--- src/rtl/spi_slave_ram_ctrl_if.sv ---
// SPI pin + RAM port bundle for spi_slave_ram_ctrl.
// slave: SS_n/MOSI/tx_* in, MISO/rx_* out; master: the mirror.
interface spi_slave_ram_ctrl_if #(
    parameter int ADDR_SIZE = 8
);
    logic                 SS_n;
    logic                 MOSI;
    logic                 MISO;
    logic [ADDR_SIZE+1:0] rx_data;
    logic                 rx_valid;
    logic [ADDR_SIZE-1:0] tx_data;
    logic                 tx_valid;

    modport slave (
        input  SS_n, MOSI, tx_data, tx_valid,
        output MISO, rx_data, rx_valid
    );

    modport master (
        output SS_n, MOSI, tx_data, tx_valid,
        input  MISO, rx_data, rx_valid
    );
endinterface

--- src/rtl/spi_slave_ram_ctrl.sv ---
// SPI slave front end that turns MOSI frames into RAM command words
// and serialises RAM read data back on MISO.
// Ports: clk, rst_n (async, active low), bus (slave modport).
module spi_slave_ram_ctrl #(
    parameter int ADDR_SIZE = 8
) (
    input  logic                  clk,
    input  logic                  rst_n,
    spi_slave_ram_ctrl_if.slave   bus
);
    localparam int FW = ADDR_SIZE + 2;
    localparam int CW = $clog2(FW);
    localparam int TW = $clog2(ADDR_SIZE + 1);

    localparam logic [CW-1:0] LAST_BIT = CW'(ADDR_SIZE);
    localparam logic [CW-1:0] DONE     = CW'(ADDR_SIZE + 1);
    localparam logic [TW-1:0] TX_LAST  = TW'(ADDR_SIZE);

    typedef enum logic [2:0] {
        IDLE,
        CHK_CMD,
        WRITE,
        READ_ADD,
        READ_DATA
    } state_t;

    state_t                state;
    logic [CW-1:0]         bit_cnt;
    logic [FW-2:0]         shreg;
    logic                  rd_addr_ok;
    logic                  tx_loaded;
    logic [TW-1:0]         tx_cnt;
    logic [ADDR_SIZE-1:0]  tx_shreg;
    logic [FW-1:0]         cmd_word;

    // Completed word on the last-bit edge, with the opcode LSB
    // overridden by the read path that was chosen.
    always_comb begin
        cmd_word = {shreg, bus.MOSI};
        if (state == READ_ADD) begin
            cmd_word[ADDR_SIZE] = 1'b0;
        end else if (state == READ_DATA) begin
            cmd_word[ADDR_SIZE] = 1'b1;
        end
    end

    always_ff @(posedge clk or negedge rst_n) begin
        if (!rst_n) begin
            state        <= IDLE;
            bit_cnt      <= '0;
            shreg        <= '0;
            rd_addr_ok   <= 1'b0;
            tx_loaded    <= 1'b0;
            tx_cnt       <= '0;
            tx_shreg     <= '0;
            bus.MISO     <= 1'b0;
            bus.rx_data  <= '0;
            bus.rx_valid <= 1'b0;
        end else begin
            bus.rx_valid <= 1'b0;
            if (state != IDLE && bus.SS_n) begin
                // Abort or end of frame: rd_addr_ok is left alone.
                state     <= IDLE;
                bit_cnt   <= '0;
                tx_cnt    <= '0;
                tx_loaded <= 1'b0;
                bus.MISO  <= 1'b0;
            end else begin
                unique case (state)
                    IDLE: begin
                        if (!bus.SS_n) begin
                            state <= CHK_CMD;
                        end
                    end
                    CHK_CMD: begin
                        shreg   <= {{(FW-2){1'b0}}, bus.MOSI};
                        bit_cnt <= '0;
                        if (!bus.MOSI) begin
                            state <= WRITE;
                        end else if (rd_addr_ok) begin
                            state <= READ_DATA;
                        end else begin
                            state <= READ_ADD;
                        end
                    end
                    WRITE, READ_ADD, READ_DATA: begin
                        if (bit_cnt != DONE) begin
                            shreg   <= {shreg[FW-3:0], bus.MOSI};
                            bit_cnt <= bit_cnt + 1'b1;
                            if (bit_cnt == LAST_BIT) begin
                                bus.rx_data  <= cmd_word;
                                bus.rx_valid <= 1'b1;
                                if (state == READ_ADD) begin
                                    rd_addr_ok <= 1'b1;
                                end
                            end
                        end else if (state == READ_DATA) begin
                            // First tx_valid loads the shifter and
                            // puts the MSB out on the same edge.
                            if (!tx_loaded) begin
                                if (bus.tx_valid) begin
                                    tx_loaded <= 1'b1;
                                    bus.MISO  <= bus.tx_data[ADDR_SIZE-1];
                                    tx_shreg  <= {bus.tx_data[ADDR_SIZE-2:0], 1'b0};
                                    tx_cnt    <= TW'(1);
                                end
                            end else if (tx_cnt != TX_LAST) begin
                                bus.MISO <= tx_shreg[ADDR_SIZE-1];
                                tx_shreg <= {tx_shreg[ADDR_SIZE-2:0], 1'b0};
                                tx_cnt   <= tx_cnt + 1'b1;
                            end else begin
                                bus.MISO   <= 1'b0;
                                rd_addr_ok <= 1'b0;
                            end
                        end
                    end
                    default: state <= IDLE;
                endcase
            end
        end
    end
endmodule

--- src/flat_wrapper.sv ---
// flat-port wrapper written by rule: the top's interface ports become plain ports
module spi_slave_ram_ctrl_flat 
#(
    parameter int ADDR_SIZE = 8
)
  (clk, rst_n, bus_SS_n, bus_MOSI, bus_tx_data, bus_tx_valid, bus_MISO, bus_rx_data, bus_rx_valid);
  spi_slave_ram_ctrl_if #(.ADDR_SIZE(ADDR_SIZE)) bus_i ();
  input  logic clk;
  input  logic rst_n;
  input wire logic [$bits(bus_i.SS_n)-1:0] bus_SS_n;
  input wire logic [$bits(bus_i.MOSI)-1:0] bus_MOSI;
  input wire logic [$bits(bus_i.tx_data)-1:0] bus_tx_data;
  input wire logic [$bits(bus_i.tx_valid)-1:0] bus_tx_valid;
  output wire logic [$bits(bus_i.MISO)-1:0] bus_MISO;
  output wire logic [$bits(bus_i.rx_data)-1:0] bus_rx_data;
  output wire logic [$bits(bus_i.rx_valid)-1:0] bus_rx_valid;
  assign bus_i.SS_n = bus_SS_n;
  assign bus_i.MOSI = bus_MOSI;
  assign bus_i.tx_data = bus_tx_data;
  assign bus_i.tx_valid = bus_tx_valid;
  assign bus_MISO = bus_i.MISO;
  assign bus_rx_data = bus_i.rx_data;
  assign bus_rx_valid = bus_i.rx_valid;
  spi_slave_ram_ctrl #(.ADDR_SIZE(ADDR_SIZE)) u_core (.clk(clk), .rst_n(rst_n), .bus(bus_i));
endmodule
--- config.mk ---
export PLATFORM = sky130hd
export DESIGN_NAME = spi_slave_ram_ctrl_flat
export DESIGN_NICKNAME = d
export VERILOG_FILES = /design/src/rtl/spi_slave_ram_ctrl_if.sv /design/src/rtl/spi_slave_ram_ctrl.sv /design/src/flat_wrapper.sv
export SDC_FILE = /design/constraint.sdc
export NUM_CORES = 1
export LEC_CHECK = 0
export BUFFER_PORTS_ARGS = -buffer_cell sky130_fd_sc_hd__buf_2
export CAP_MARGIN = 0
export CORE_AREA = 4 4 65 67
export DETAILED_ROUTE_END_ITERATION = 7
export DIE_AREA = 0 0 69 71
export GPL_TIMING_DRIVEN = 0
export PLACE_DENSITY = 0.85
export SLEW_MARGIN = 20
export SYNTH_ARGS = -nofsm -noshare
export SYNTH_HDL_FRONTEND = slang
export SYNTH_SLANG_ARGS = --single-unit
export TNS_END_PERCENT = 5
--- constraint.sdc ---
create_clock -name clk -period 2.8 [get_ports clk]
set_clock_uncertainty 0.1 [all_clocks]
set_input_delay 0.28 -clock clk [delete_from_list [all_inputs] [get_ports clk]]
set_output_delay 0.28 -clock clk [all_outputs]
set_load 0.005 [all_outputs]
### Word-level counts from Yosys, hierarchy flattened

Cells that the tools add are included.
Widths: inputs -> output; s select.

| storage, ports and cells | value |
|---|---|
| bits in registers | 42 |
| input port bits | 13 |
| output and inout port bits | 12 |

| cells by class | value |
|---|---|
| add/sub/neg operators | 2 |
| eq/ne operators | 17 |
| multiplexer cells | 45 |
| bitwise operators | 2 |
| reductions and logical operators | 21 |

Operator list:

| operator | count |
|---|---|
| $mux 4 | 9 |
| $mux 1 | 25 |
| $mux 8 | 3 |
| $pmux 9 s2 | 1 |
| $mux 3 | 4 |
| $reduce_bool 2->1 | 6 |
| $mux 9 | 1 |
| $pmux 3 s3 | 1 |
| $reduce_bool 3->1 | 3 |
| $add 4x1->4 const B | 2 |
| $ne 2x1->1 const B | 4 |
| $ne 4x4->1 const B | 2 |
| $pmux 4 s2 | 1 |
| $reduce_and 4->1 | 2 |
| $reduce_and 7->1 | 1 |
| $eq 3x2->1 const B | 2 |
| $ne 2x2->1 const B | 3 |
| $reduce_and 3->1 | 2 |
| $reduce_and 6->1 | 1 |
| $reduce_and 5->1 | 1 |
| $eq 4x4->1 const B | 1 |
| $reduce_and 2->1 | 2 |
| $eq 3x1->1 const B | 1 |
| $eq 3x3->1 const B | 1 |
| 7 further kinds | 8 |

### Depth between registers and ports, before layout

Gate-level depths: netlist of run 1.

| logic depth | value |
|---|---|
| word-level depth | 7 |
| mapped depth | 6 |

### Worst setup path after synthesis of run 1

Ideal clock, no wire load.

| timing | value |
|---|---|
| path kind | register to register |
| from | register u_core.state[0] |
| to | register u_core.tx_shreg[1] |
| library setup time | 125 ps |
| arrival | 1775 ps |
| data required time | 2575 ps |
| path slack | 800 ps |
| cell stages (with the launch flop) | 6 |
| period minus slack after synthesis | 2000 ps |
| cells stage by stage | dfrtp_1 > buf_6 > o31a_1 > buf_6 > a2111oi_4 > mux2_2 |

| on the way | value |
|---|---|
| longest elaborated chain between the ends | 4 |

Ends and longest elaborated chain:

| item | line | text |
|---|---|---|
| from (decl) | spi_slave_ram_ctrl.sv:27 | `state_t state;` |
| from (signal assigned) | spi_slave_ram_ctrl.sv:49 | `state <= IDLE;` |
| from (signal assigned) | spi_slave_ram_ctrl.sv:63 | `state <= IDLE;` |
| from (signal assigned) | spi_slave_ram_ctrl.sv:72 | `state <= CHK_CMD;` |
| parallel branches: the longest is 3 deep, another holds $eq 3x2->1 | -- |  |
| $reduce_and 6->1 (no line) (*) | -- |  |
| to (signal assigned) | spi_slave_ram_ctrl.sv:104 | `tx_shreg <= {bus.tx_data[ADDR_SIZE-2:0], 1'b0};` |
| to (signal assigned) | spi_slave_ram_ctrl.sv:109 | `tx_shreg <= {tx_shreg[ADDR_SIZE-2:0], 1'b0};` |
| to (decl) | spi_slave_ram_ctrl.sv:33 | `logic [ADDR_SIZE-1:0] tx_shreg;` |

Every way passes the cells marked *.
A chain may end at the register's enable or synchronous reset.

### Worst setup path in the final report of run 1

| timing | value |
|---|---|
| from | register u_core.bit_cnt[1] |
| to | register u_core.shreg[0] |

| on the way | value |
|---|---|
| longest elaborated chain between the ends | 3 |

Ends and longest elaborated chain:

| item | line | text |
|---|---|---|
| from (decl) | spi_slave_ram_ctrl.sv:28 | `logic [CW-1:0] bit_cnt;` |
| from (signal assigned) | spi_slave_ram_ctrl.sv:89 | `bit_cnt <= bit_cnt + 1'b1;` |
| $ne 4x4->1 | spi_slave_ram_ctrl.sv:87 | `if (bit_cnt != DONE) begin` |
| $ne 2x1->1 (no line) | -- |  |
| $reduce_and 3->1 (no line) | -- |  |
| to (signal assigned) | spi_slave_ram_ctrl.sv:76 | `shreg <= {{(FW-2){1'b0}}, bus.MOSI};` |
| to (signal assigned) | spi_slave_ram_ctrl.sv:88 | `shreg <= {shreg[FW-3:0], bus.MOSI};` |
| to (decl) | spi_slave_ram_ctrl.sv:29 | `logic [FW-2:0] shreg;` |

Every way passes these cells.

==> results by group, run 1 <==
Outcome
  – Status: complete, but fails checks
  – Failing checks: hold timing

Timing
  – Fin crit share: 79.2%
  – Setup_tns: 0 ps
  – Slew headroom: 41.0%
  – RSZ-0062 raised after global routing: false
  – Slew @ Worst Pin: 884 ps
  – Final worst setup slack: 581 ps
  – Final Max Slew Viols: 0
  – Achievable frequency: 451 MHz
  – Hold Slack: -0.819 ps
  – Final setup viols: 0
  – Crit path time final: 2220 ps
  – Final Hold Fails: 1

Pwr
  – Leak Pwr: 1.08 nW
  – Worst IR drop on VDD: 0.000360 V
  – Overall Power: 1.25 mW
  – Pwr dens: 543 nW/um^2

Placed design
  – Gpl congestion: 0.882
  – Hpwl dp: 2.77 mm
  – Dpl ws: 603 ps
  – Placed cells: 241
  – IO Port Bufs: 24

Global routing
  – Global Route met2 Usage: 28.1%
  – Initial antenna violation count: 0
  – Grt met3 use: 3.98%
  – GRT Total Usage: 17.4%
  – GRT overflow: 0
  – Vias in the first global route: 1,475
  – GR peak layer: met2
  – First-pass GRT wire length: 6.79 mm
  – Largest net degree at the start of global routing: 42
  – Met1 Use GR: 21.8%

Finish
  – Area Overhead vs Synth: 14.5%
  – Commonest non-fill, non-tap cell in the layout: dfrtp_1
  – Diodes inserted: 0
  – Layout cells sized above 1: 33.3%
  – Commonest cells after routing, fill and taps aside: dfrtp_1 (41), mux2_2 (26), buf_2 (25)
  – Layout Cells excl Fill: 249
  – Fill cells: 312
  – Net count, final: 218

CTS
  – Clock slew at reported path FFs: 80 ps
  – Worst-Skew Late Latency: 300 ps
  – CTS buffer count: 5
  – Resized Gates After CTS: 0
  – CTS Sinks: 41
  – Hold Buf Count CTS: 0
  – H-tree Lvls: 2
  – Max clock buf depth: 2
  – Post-CTS Setup Inserts: 0
  – Clk root buf: clkbuf_8
  – CTS tree: done

Logic synthesis
  – EDFF count, synth: 0
  – Synth warn: 0
  – Sequential element share of the synthesized area: 51.2%
  – Seq cells post-synth: 41
  – Syn avg cell area: 11.9 um^2
  – Fraction of registers with async set/reset: 100%
  – Post-synthesis cell area: 2000 um^2
  – Post-synth top flop: dfrtp_1
  – Cells after Synth: 169
  – Syn Nets: 187
  – Count of cell types in the netlist: 39

Drt
  – Detailed Routing Iterations Pass 1: 4
  – Routed len/inst: 15.6 um
  – Vias: 1,404
  – Drt total wl: 3.88 mm
  – Routed vias/inst: 5.64
  – Final ANT Viol Nets: 0
  – DR iter-0 viols: 82
  – Post-route DRC: 0

Floorplan
  – # rows: 22
  – Die X: 69 um
  – Die area: 4900 um^2
  – CORE AREA: 3630 um^2
  – Initial Util: 55.2%
  – # IOs: 25
  – Die Ht: 71 um

Critical path
  – CP Data Required Time: 2880 ps
  – Reg2reg start: u_core.bit_cnt[1]
  – Worst Setup End Kind: register
  – Startpoint types: register
  – CP max FO: 9
  – Data arrival, critical path: 2300 ps
  – CP Class: reg -> reg
  – CP Launch Point: u_core.bit_cnt[1]

Hold path
  – Worst Hold Class: in -> async

Flow run
  – Max_cap viols: 0
==> cells by family after synthesis <==
| logic type | after synthesis | synth area share (%) |
|---|---|---|
| compound gates | 32 | 12.8 |
| fa+ha+maj | 5 | 3.12 |
| buf+inv | 17 | 4.74 |
| flops | 41 | 51.2 |
| mux | 29 | 16.1 |
| simple gates | 45 | 12.0 |
==> cell type report <==
| class | instances | area [um^2] | area share [%] |
|---|---|---|---|
| flip-flops and latches | 41 | 1030 | 44.7 |
| multi-input cells | 111 | 883 | 38.5 |
| repair buffers | 24 | 120 | 5.23 |
| clock buffers | 6 | 72.6 | 3.16 |
| plain buffers | 8 | 61.3 | 2.67 |
| well taps | 48 | 60.1 | 2.62 |
| clock inverters | 2 | 38.8 | 1.69 |
| inverters | 9 | 33.8 | 1.47 |
==> synth_stat cells (2+ instances only) <==
cell type | n | share of area (%)
nand2_1 | 10 | 1.9
mux2i_1 | 3 | 1.5
a31oi_1 | 3 | 0.94
dfrtp_1 | 41 | 51
a211oi_1 | 2 | 0.75
inv_1 | 9 | 1.7
and2_1 | 2 | 0.62
nand2b_1 | 2 | 0.62
nor3_1 | 4 | 1.0
a21oi_1 | 8 | 2.0
nand3_1 | 3 | 0.75
nand3b_1 | 2 | 0.75
ha_1 | 5 | 3.1
nor3b_1 | 2 | 0.75
buf_6 | 3 | 1.7
or3_1 | 2 | 0.62
mux2_2 | 26 | 15
clkbuf_1 | 2 | 0.37
nor2_1 | 11 | 2.1
buf_4 | 2 | 0.75
a22o_1 | 9 | 3.9
==> per-layer routing <==
layer,wire length [um],vias to the layer above
met5,0,-
met4,83,0
met3,222,9
met2,1860,40
met1,1720,681
li1,-,674
==> worst max-delay path, cell delays in order, from the launching register on <==
cell	delay (ps)
dfrtp_1	420
inv_1	100
ha_1	180
and3b_1	210
a21oi_1	50
o21bai_1	620
mux2_2	420
==> flip-flops by register name (all words and copies together) (netlist names) <==
| register | flops |
|---|---|
| u_core.bit_cnt | 4 |
| u_core.bus.MISO | 1 |
| u_core.bus.rx_data | 10 |
| u_core.bus.rx_valid | 1 |
| u_core.rd_addr_ok | 1 |
| u_core.shreg | 9 |
| u_core.state | 3 |
| u_core.tx_cnt | 4 |
| u_core.tx_loaded | 1 |
| u_core.tx_shreg | 7 |
==> path summary, 6_finish.rpt <==
kind | to | slack (ps) | depth (start not counted)
max reg2reg | u_core.shreg[0] | 580 | 6
min reg2reg | u_core.shreg[8] | 400 | 1
max | u_core.shreg[0] | 580 | 6
min in group clk | u_core.state[1] | 130 | 2
min | u_core.tx_shreg[1] | -0.8 | 1
max in group asynchronous | u_core.bus.rx_data[8] | 2040 | 1
==> stage by stage <==
step	instance area (um^2)	util (%)
global route	2300	63.2
global placement	2180	60.1
floorplan	2000	-
detailed placement	2180	60.1
CTS	2300	63.2
finish	2300	63.2
==> report_power, final <==
| part | leakage, nW | switching (mW) | internal [mW] |
|---|---|---|---|
| Combinational | 0.472 | 0.0665 | 0.0591 |
| Clock | 0.0554 | 0.207 | 0.268 |
| Sequential | 0.557 | 0.0238 | 0.623 |
No activity file was read; power rests on OpenSTA's default activity.
==> run 2, diff against run 1 <==
--- a/config.mk
+++ b/config.mk
@@ -7,11 +7,11 @@
 export LEC_CHECK = 0
 export BUFFER_PORTS_ARGS = -buffer_cell sky130_fd_sc_hd__buf_2
 export CAP_MARGIN = 0
-export CORE_AREA = 4 4 65 67
+export CORE_AREA = 4 4 68 70
 export DETAILED_ROUTE_END_ITERATION = 7
-export DIE_AREA = 0 0 69 71
+export DIE_AREA = 0 0 72 74
 export GPL_TIMING_DRIVEN = 0
-export PLACE_DENSITY = 0.85
+export PLACE_DENSITY = 0.82
 export SLEW_MARGIN = 20
 export SYNTH_ARGS = -nofsm -noshare
 export SYNTH_HDL_FRONTEND = slang
==> constraint.sdc (replaced) <==
create_clock -name clk -period 1.9 [get_ports clk]
set_clock_uncertainty 0.1 [all_clocks]
set_input_delay 0.19 -clock clk [delete_from_list [all_inputs] [get_ports clk]]
set_output_delay 0.19 -clock clk [all_outputs]
set_load 0.005 [all_outputs]
==> run 2 against run 1 <==
Against the previous run: the flow finishes with violations (setup timing); cell count is 5.6% higher; utilization is 0.71 points higher; flip-flop and latch count stayed put.
==> results by group, run 2 (synthesized netlist as in run 1, its figures left out) <==
Timing
  – RSZ-0062 raised after global routing: true
  – Crit path time final: 1990 ps
  – Achievable frequency: 501 MHz
  – Fin crit share: 105%
  – Slew headroom: 39.2%
  – Final Hold Fails: 0
  – Final worst setup slack: -94.8 ps
  – Final Max Slew Viols: 0
  – Slew @ Worst Pin: 912 ps
  – Final setup viols: 20

CTS
  – Max clock buf depth: 2
  – CTS tree: done
  – Clk root buf: clkbuf_8
  – Worst-Skew Late Latency: 300 ps
  – CTS Sinks: 41
  – CTS buffer count: 5
  – Clock slew at reported path FFs: 80 ps
  – H-tree Lvls: 2

Pwr
  – Worst IR drop on VDD: 0.000532 V
  – Leak Pwr: 1.19 nW
  – Pwr dens: 732 nW/um^2

Critical path
  – CP Data Required Time: 1980 ps
  – CP Launch Point: u_core.state[1]
  – Crit path max-delay family: simple AND/OR/NAND/NOR gates
  – Crit path buf inv count: 3
  – CP max stage cell: or3b_4
  – Crit-path cells: buf_6, or3b_4, a21oi_2, and2_4, buf_6, buf_8, mux2_4
  – Reg2reg start: u_core.state[1]
  – CP max FO: 6
  – Slowest stage delay, CP: 420 ps
  – CP Class: reg -> reg
  – Data arrival, critical path: 2070 ps
  – Worst Setup End Kind: register
  – Startpoint types: register
  – CP dominant cell by count: buf_6

Drt
  – Drt total wl: 4.13 mm
  – Routed len/inst: 15.7 um
  – Detailed Routing Iterations Pass 1: 4
  – Vias: 1,439
  – Post-route DRC: 0
  – DR iter-0 viols: 117
  – Final ANT Viol Nets: 0
  – Routed vias/inst: 5.47

Floorplan
  – Die Ht: 74 um
  – CORE AREA: 3970 um^2
  – # rows: 23
  – Die X: 72 um
  – Initial Util: 50.5%
  – Die area: 5330 um^2
  – # IOs: 25

Global routing
  – GRT overflow: 0
  – Vias in the first global route: 1,455
  – Initial antenna violation count: 0
  – GRT Total Usage: 16.4%
  – Largest net degree at the start of global routing: 42
  – First-pass GRT wire length: 6.70 mm

Outcome
  – Status: complete, but fails checks
  – Failing checks: setup timing

Finish
  – Largest register FFs: 10
  – Layout Cells excl Fill: 263
  – Net count, final: 231
  – Most flops, register: u_core.bus.rx_data
  – Biggest regs: u_core.bus.rx_data: 10 flops, u_core.shreg: 9 flops, u_core.tx_shreg: 7 flops
  – Fill cells: 298
  – Area Overhead vs Synth: 26.6%
  – Diodes inserted: 0
  – Commonest cells after routing, fill and taps aside: dfrtp_1 (40), buf_2 (25), mux2_4 (15)
  – Commonest non-fill, non-tap cell in the layout: dfrtp_1
  – Layout cells sized above 1: 43.2%

Placed design
  – Placed cells: 243
  – IO Port Bufs: 24
  – Gpl congestion: 0.829
  – Dpl ws: -298 ps
  – Hpwl dp: 2.50 mm

Hold path
  – Hold path startpoint: bus_SS_n
  – Worst Hold Class: in -> reg

Flow run
  – Max_cap viols: 0
[run 2: stage by stage]
step / hold slack (ps) / cell area [um^2] / power, mW / utilization [%] / TNS, ps
after floorplan: -206 / 2000 / 1.09 / - / -1020
after global placement: 262 / 2190 / 1.14 / 55.1 / -3540
after detailed placement: 270 / 2190 / 1.15 / 55.1 / -4270
after CTS: 40.4 / 2510 / 1.87 / 63.2 / -1190
after global routing: 53.7 / 2540 / 1.94 / 63.9 / -3210
final: 50.1 / 2540 / 1.86 / 63.9 / -1180
[run 2: power by group]
part / leakage, nW / switching [mW] / total [mW] / internal (mW)
logic: 0.580 / 0.111 / 0.223 / 0.112
registers: 0.556 / 0.0390 / 0.957 / 0.918
clock network: 0.0540 / 0.296 / 0.677 / 0.382
total: 1.19 / 0.445 / 1.86 / 1.41
[run 2: metal layers]
metal,part of all wire [%],global-route usage (%),routed length (um),vias up
li1,-,-,-,694
met1,46,21.1,1920,707
met2,49,26.7,2010,29
met3,3.0,4.19,124,9
met4,1.8,6.47,73,0
met5,0,0,0,-
[run 2: layout make-up]
| class | count | area, um^2 | share of cell area, % |
|---|---|---|---|
| timing repair buffer | 38 | 268 | 10.6 |
| clock inverter | 2 | 35.0 | 1.38 |
| tap | 50 | 62.6 | 2.47 |
| buffer | 7 | 62.6 | 2.47 |
| inverter | 9 | 33.8 | 1.33 |
| clock buffer | 5 | 68.8 | 2.71 |
| sequential | 41 | 1030 | 40.5 |
| multi-input combinational | 111 | 980 | 38.6 |
[run 2: path summary, 6_finish.rpt]
check / endpoint / slack (ps) / cells after the start
min in group asynchronous: u_core.tx_shreg[1] / 470 / 2
setup reg to reg: u_core.bus.rx_data[5] / -90 / 7
setup / recovery: u_core.bus.rx_data[5] / -90 / 7
hold / removal: u_core.state[1] / 50 / 2
hold reg to reg: u_core.bus.rx_data[1] / 410 / 1
max in group asynchronous: u_core.bit_cnt[0] / 600 / 2
[run 2: timing repair]
| item | 4_1_cts | 5_1_grt |
|---|---|---|
| pin swaps | 5 | 2 |
| resized for setup | 25 | 10 |
| cloned | 1 | 0 |
| buffers inserted | 11 | 1 |
| endpoints found under the hold margin | 41 | 0 |
| hold buffers | 1 | 0 |
| setup endpoints to repair | 29 | 28 |
